## config.mk

```make
export PLATFORM = sky130hd
export DESIGN_NAME = piso_bit_serializer
export DESIGN_NICKNAME = d
export VERILOG_FILES = /design/src/rtl/piso_bit_serializer.sv
export SDC_FILE = /design/constraint.sdc
export NUM_CORES = 1
export LEC_CHECK = 0
export CORE_UTILIZATION = 53
export CTS_BUF_LIST = sky130_fd_sc_hd__clkbuf_8
export DETAILED_ROUTE_END_ITERATION = 8
export GPL_TIMING_DRIVEN = 0
export PLACE_DENSITY_LB_ADDON = 0.25
export SYNTH_ARGS = -nofsm -noshare
export SYNTH_HDL_FRONTEND = slang
export SYNTH_SLANG_ARGS = --single-unit
```

## constraint.sdc

```tcl
create_clock -name clk -period 2.9 [get_ports clk]
set_input_delay 0.29 -clock clk [delete_from_list [all_inputs] [get_ports clk]]
set_output_delay 0.29 -clock clk [all_outputs]
set_load 0.1 [all_outputs]
```

## src/rtl/piso_bit_serializer.sv

```systemverilog
// Parallel-in serial-out feeder for the sequence detector: valid/ready word capture, MSB-first bit stream.
// Define PISO_PARITY_EN to append an even-parity bit after each word.
module piso_bit_serializer #(
   parameter int WIDTH      = 8,
   parameter int GAP_CYCLES = 0
) (
   input  logic             clk,
   input  logic             rst,
   input  logic [WIDTH-1:0] din,
   input  logic             din_valid,
   output logic             din_ready,
   output logic             x_out,
   output logic             x_valid,
   output logic             busy,
   output logic             done
);
   localparam int CW = $clog2(WIDTH + 1);
   localparam int GW = 4;
   localparam logic [CW-1:0] LAST = CW'(WIDTH - 1);
   localparam bit B2B = (GAP_CYCLES == 0);

`ifdef PISO_PARITY_EN
   typedef enum logic [1:0] {IDLE, SHIFT, PARITY, GAP} state_t;
   logic par;
`else
   typedef enum logic [1:0] {IDLE, SHIFT, GAP} state_t;
`endif

   state_t           state;
   logic [WIDTH-1:0] sreg;
   logic [CW-1:0]    cnt;
   logic [GW-1:0]    gap_cnt;

   // Back-to-back capture is only offered on the word's final serial cycle when no gap follows.
   always_comb begin
      din_ready = 1'b0;
      case (state)
         IDLE:    din_ready = 1'b1;
`ifdef PISO_PARITY_EN
         PARITY:  din_ready = B2B;
`else
         SHIFT:   din_ready = B2B && (cnt == LAST);
`endif
         default: din_ready = 1'b0;
      endcase
   end

   always_ff @(posedge clk or negedge rst) begin
      if (!rst) begin
         state   <= IDLE;
         sreg    <= '0;
         cnt     <= '0;
         gap_cnt <= '0;
         x_out   <= 1'b0;
         x_valid <= 1'b0;
         busy    <= 1'b0;
         done    <= 1'b0;
`ifdef PISO_PARITY_EN
         par     <= 1'b0;
`endif
      end else if (din_valid && din_ready) begin
         state   <= SHIFT;
         sreg    <= din;
         cnt     <= '0;
         x_out   <= din[WIDTH-1];
         x_valid <= 1'b1;
         busy    <= 1'b1;
         done    <= 1'b0;
`ifdef PISO_PARITY_EN
         par     <= ^din;
`endif
      end else begin
         case (state)
            SHIFT: begin
               if (cnt == LAST) begin
`ifdef PISO_PARITY_EN
                  state <= PARITY;
                  x_out <= par;
                  done  <= 1'b1;
`else
                  x_out   <= 1'b0;
                  x_valid <= 1'b0;
                  done    <= 1'b0;
                  gap_cnt <= '0;
                  if (GAP_CYCLES > 0) begin
                     state <= GAP;
                  end else begin
                     state <= IDLE;
                     busy  <= 1'b0;
                  end
`endif
               end else begin
                  sreg  <= {sreg[WIDTH-2:0], 1'b0};
                  x_out <= sreg[WIDTH-2];
                  cnt   <= cnt + 1'b1;
`ifdef PISO_PARITY_EN
                  done  <= 1'b0;
`else
                  done  <= (cnt == LAST - 1'b1);
`endif
               end
            end
`ifdef PISO_PARITY_EN
            PARITY: begin
               x_out   <= 1'b0;
               x_valid <= 1'b0;
               done    <= 1'b0;
               gap_cnt <= '0;
               if (GAP_CYCLES > 0) begin
                  state <= GAP;
               end else begin
                  state <= IDLE;
                  busy  <= 1'b0;
               end
            end
`endif
            GAP: begin
               if (gap_cnt == GW'(GAP_CYCLES - 1)) begin
                  state <= IDLE;
                  busy  <= 1'b0;
               end else begin
                  gap_cnt <= gap_cnt + 1'b1;
               end
            end
            default: ;
         endcase
      end
   end
endmodule

```

; Word level (Yosys, flattened, before mapping)
; Cells that the tools add are included.
[classes]
addsub = 2
mul = 0
n_div = 0
n_lt_le_gt_ge = 0
n_eq_ne = 10
shifts = 0
muxes = 26
n_bitwise = 1
n_reduce_logical = 10
[ops]
columns = op, n
row1 = $mux W7, 3
row2 = $mux W4, 5
row3 = $mux W1, 11
row4 = $add A4 B1 Y4 const B, 2
row5 = $eq A4 B3 Y1 const B, 2
row6 = $pmux W4 S2, 1
row7 = $mux W2, 3
row8 = $ne A3 B3 Y1 const B, 2
row9 = $reduce_bool A2 Y1, 3
row10 = $eq A4 B4 Y1 const B, 1
row11 = $ne A2 B2 Y1 const B, 2
row12 = $pmux W1 S2, 2
row13 = $pmux W2 S2, 1
row14 = $reduce_and A2 Y1, 2
row15 = $reduce_and A4 Y1, 1
row16 = $reduce_and A3 Y1, 1
row17 = $reduce_bool A3 Y1, 1
row18 = $eq A2 B1 Y1 const B, 1
row19 = $eq A2 B2 Y1 const B, 1
row20 = $logic_not A2 Y1, 1
row21 = $ne A2 B1 Y1 const B, 1
row22 = $logic_and A1 B1 Y1, 1
row23 = $not A1 Y1, 1
[word_totals]
register_bits = 21
latchBits = 0
mem_bits_rw = 0
mem_bits_ro = 0
inputBits = 11
elab_cells = 57
n_memories = 0

; Logic depth before layout (Yosys ltp)
[depth]
depth_word = 5
mapped_depth = 5
mapped_depth_nobuf = 4

; Worst setup path after synthesis
; Ideal clock, no wire load.
[synth_path]
path_type = reg2reg
from = register, netlist name x_valid
to = register sreg[3]
setup_ns = 0.125
arrival_time_ns = 1.747
t_required_ns = 2.775
path_slack_ns = 1.028
path_stages_with_launch = 4
n_path_buf = 1
synth_period_minus_slack_ns = 1.872
path_cell_list = dfrtp_1 -> nand2_2 -> buf_6 -> mux2_4
[synth_rtl]
columns = element, line_no
row1 = end signal: assignment, 63  ; sreg <= din;
row2 = end signal: assignment, 93  ; sreg <= {sreg[WIDTH-2:0], 1'b0};
row3 = end: declaration, 30  ; logic [WIDTH-1:0] sreg;

; Worst setup path after layout
[layout_path]
from = register cnt[0]
to = output port din_ready
[layout_via]
elab_chain_cells = 2
[layout_rtl]
columns = element, line_no
row1 = start: declaration, 31  ; logic [CW-1:0] cnt;
row2 = start signal: assignment, 95  ; cnt <= cnt + 1'b1;
row3 = $eq A4 B3 Y1, 42  ; SHIFT: din_ready = B2B && (cnt == LAST);
row4 = $pmux W1 S2, 37  ; case (state)
row5 = end: declaration, 11  ; output logic din_ready,
; No other way between the ends.

==> results.txt <==
----------------------------------------------------
[Status]
  Status ... completed

[Setup path]
  Cell family with most CP delay ... buffers and inverters
  Largest fanout on the critical path ... 10
  Crit path kind ... reg -> out
  Crit path max-delay cell type ... sky130_fd_sc_hd__clkdlybuf4s50_1
  CP endpoint kind ... primary output
  Critical Path AT ... 2.46 ns
  Required time of the critical path ... 2.61 ns
  Buf/Inv on CP ... 2
  Crit path cell chain ... ha_1 > nand3b_2 > nand2_2 > buf_6 > clkdlybuf4s50_1
  CP Launch Type ... register
  Delay of the slowest cell on the worst path ... 1.15 ns

[STA]
  Largest clock skew in the final design ... 0.00494 ns
  Total count of hold-check failures in the final report ... 0
  Final count of negative-setup-slack endpoints ... 0
  Unrepaired setup endpoints after global routing ... false
  Final setup TNS ... 0 ns
  Peak Freq ... 0.364 GHz
  Post-layout minimum cycle time ... 2.75 ns
  Smallest setup slack after layout ... 0.153 ns
  Transition time at the pin with the least slew margin ... 0.968 ns
  Number of slew-limit violations in the final report ... 0
  Part of the cycle the worst path needs ... 94.7%
  Worst-case headroom to the max-slew limit ... 35.3%

[CTS]
  Cts bufs inserted ... 3
  Number of sinks handled by clock tree synthesis ... 14
  Number of hold buffers added after CTS ... 0
  Clock input transition at the sequential cells of the worst setup and hold paths ... 0.06 ns
  Total number of H-tree levels ... 1
  Root Buffer ... sky130_fd_sc_hd__clkbuf_8
  Resized Gates After CTS ... 0
  Buffers from clock root to sink, at most ... 2
  Postcts setup bufs ... 0
  Clock tree from TritonCTS ... done
  Clk_lat worst skew ... 0.24 ns

[Pwr]
  Switching power share of the total ... 43.1%
  Max rail drop VDD ... 0.820 mV
  Pint ... 0.582 mW
  Portion of total power attributed to the clock network ... 14.9%
  Leak ... 0.430 nW
  Power density relative to cell area ... 1090 nW/um2
  Overall Power ... 1.02 mW
  Sequential share of power ... 33.4%
  Combinational cell fraction of total power ... 51.7%
  Net switching power ... 0.441 mW

[Drt]
  Detailed Route Iter0 Violations ... 2
  Routed wire length per instance ... 14.7 um
  Remaining routing DRC violations ... 0
  Number of vias per cell after detailed routing ... 5.42
  DR vias ... 493
  Aggregate routed wire length ... 1.34 mm
  First-pass iteration count of the detailed router ... 3
  Remaining antenna violation count after routing ... 0

[Logic synthesis]
  Top-area cell type share of the netlist area ... 47.9%
  Avg Cell Area, Syn ... 12.6 um2
  Post-synth net total ... 71
  Flip-flop and latch count after synthesis ... 14
  Library cell with the largest summed area after synthesis ... sky130_fd_sc_hd__dfrtp_1
  Fraction of the mapped netlist area in adder cells ... 3.42%
  Count of mapped cells out of synthesis ... 58
  Proportion of synthesized area in mux cells ... 26.2%
  Basic-gate share of the synthesized area counting and, or, nand and nor cells ... 10.9%
  Combinational family with the most area after synthesis ... multiplexers
  Fraction of the mapped netlist area in compound gates ... 6.50%
  Cell types occupying the most area after synthesis ... sky130_fd_sc_hd__dfrtp_1, sky130_fd_sc_hd__mux2_4, sky130_fd_sc_hd__mux2_2, sky130_fd_sc_hd__mux2i_1, sky130_fd_sc_hd__ha_1
  Share of the yosys chip area belonging to registers ... 47.9%
  Unique cell type count in the Yosys netlist ... 20
  Post-synthesis instance area ... 732 um2
  Xor-xnor portion of the synthesized cell area ... 0%
  Count of yosys warnings during synthesis ... 0

[Die]
  Die boundary width ... 39.2 um
  Area of the core ... 1280 um2
  Height of the die ... 39.2 um
  Std-Cell Rows ... 13
  Ports ... 16
  Area of the die ... 1530 um2
  Effective utilization at floorplan ... 57.0%

[Placement]
  Final weighted congestion in routability-driven placement ... 0.716
  Post-DP Area ... 901 um2
  Placed cells ... 88
  Post-placement setup slack ... 0.420 ns
  DP Wirelength ... 979 um
  Number of port buffers ... 15

[Job]
  Max-capacitance violation count ... 0

[Cells and area]
  Diode insertion count for antenna repair ... 0
  Post-layout nets ... 91
  Number of standard cells in the layout, taps in and fillers out ... 91
  FF+latch area ... 350 um2
  Synth-to-Final Area Change ... 28.7%
  Multi-input gate area ... 344 um2
  Number of inserted filler cells in the final layout ... 100
  Finished Cell Area ... 942 um2
  Fraction of final layout cells sized beyond drive strength 1 ... 26.3%

[GRT]
  Antenna violations before repair ... 0
  First-pass GRT wire length ... 2.17 mm
  Number of global-route vias before repair ... 498
  Gr usage total ... 22.3%
  Overall overflow remaining after global route ... 0
  Maximum number of pins on one net before global-route repair ... 15

[Worst hold path]
  Path type of the worst min-delay path ... in -> async

----------------------------------------------------
-- per-stage QoR --
step,util (%),hold slack [ns]
4_1_cts,73.3,0.463
5_1_grt,73.3,0.509
3_3_place_gp,70.1,0.464
2_1_floorplan,-,-0.00559
3_5_place_dp,70.1,0.501
6_report,73.3,0.451
-- final cells by class --
| class | count | share of cell area, % |
|---|---|---|
| Sequential cell | 14 | 37.2 |
| Multi-Input combinational cell | 39 | 36.5 |
| Timing Repair Buffer | 15 | 15.9 |
| Clock buffer | 3 | 4.38 |
| Buffer | 3 | 3.19 |
| Tap cell | 15 | 1.99 |
| Inverter | 2 | 0.797 |
-- final timing paths --
path | startpoint | endpoint | slack, ns | cells after the start
worst max-delay path | cnt[0]$_DFFE_PN0P_ | din_ready | 0.15 | 5
worst min register to register | sreg[0]$_DFFE_PN0P_ | sreg[1]$_DFFE_PN0P_ | 0.51 | 1
worst max register to register | cnt[0]$_DFFE_PN0P_ | sreg[3]$_DFFE_PN0P_ | 1.40 | 5
min in group clk | sreg[0]$_DFFE_PN0P_ | sreg[1]$_DFFE_PN0P_ | 0.51 | 1
worst min-delay path | rst | cnt[3]$_DFFE_PN0P_ | 0.45 | 1
max in group asynchronous | rst | sreg[5]$_DFFE_PN0P_ | 2.03 | 1
-- cell usage in the layout (no fill, tap or decap), types with 2 or more instances in the layout --
master                            Yosys  layout
sky130_fd_sc_hd__mux2_2               5       5
sky130_fd_sc_hd__clkdlybuf4s50_1      0      15
sky130_fd_sc_hd__ha_1                 2       2
sky130_fd_sc_hd__o21ai_0              4       4
sky130_fd_sc_hd__a21oi_1              4       4
sky130_fd_sc_hd__nand2_1              2       2
sky130_fd_sc_hd__inv_1                2       2
sky130_fd_sc_hd__buf_6                2       2
sky130_fd_sc_hd__dfrtp_1             14      14
sky130_fd_sc_hd__nand2b_1             3       3
sky130_fd_sc_hd__mux2i_1              3       3
sky130_fd_sc_hd__nand3_1              2       2
sky130_fd_sc_hd__mux2_4               7       7
sky130_fd_sc_hd__clkbuf_8             0       3
-- cell families (layout without fill, tap and decap cells) --
family / after synthesis / count (layout)
multiplexers: 15 / 15
flip-flops: 14 / 14
AND/OR/NAND/NOR: 13 / 13
AO/OA/AOI/OAI: 9 / 9
buffers and inverters: 5 / 23
adder cells (fa/ha/maj): 2 / 2
-- worst reg2reg max path, stage by stage, from the launching register on --
cell and delay [ns]:
sky130_fd_sc_hd__dfrtp_1 0.43, sky130_fd_sc_hd__ha_1 0.26, sky130_fd_sc_hd__nand3b_2 0.12, sky130_fd_sc_hd__nand2_2 0.10, sky130_fd_sc_hd__buf_6 0.18, sky130_fd_sc_hd__mux2_4 0.30
-- synth_stat cells (all sizes together) --
library cell / count
and3b: 1
nand2: 3
inv: 2
nand3: 2
mux2: 12
nor2b: 1
o21ai: 4
nand3b: 2
nand2b: 3
a21oi: 4
buf: 3
nor2: 1
a22oi: 1
ha: 2
mux2i: 3
dfrtp: 14
-- sequential cells by signal (all words and copies together) (netlist names) --
name / flops
cnt: 4
sreg: 7
x_valid: 1
done: 1
x_out: 1
-- power by group through the flow --
stage                     registers (mW)  clock network [mW]  logic [mW]
final                              0.342               0.152       0.529
after global routing               0.349               0.166       0.569
after CTS                          0.341               0.156       0.533
after detailed placement           0.343                   0       0.530
after global placement             0.336                   0       0.517
after floorplan                    0.424                   0       0.325
-- metal layers --
metal / part of all wire, % / GRT usage (%) / vias to the layer above
li1: - / - / 239
met2: 52 / 35.0 / 11
met3: 3.1 / 3.47 / 2
met4: 0.75 / 12.9 / 0
met1: 44 / 28.7 / 241
met5: 0 / 0 / -
Note: power is estimated with default switching activity, not from simulation.
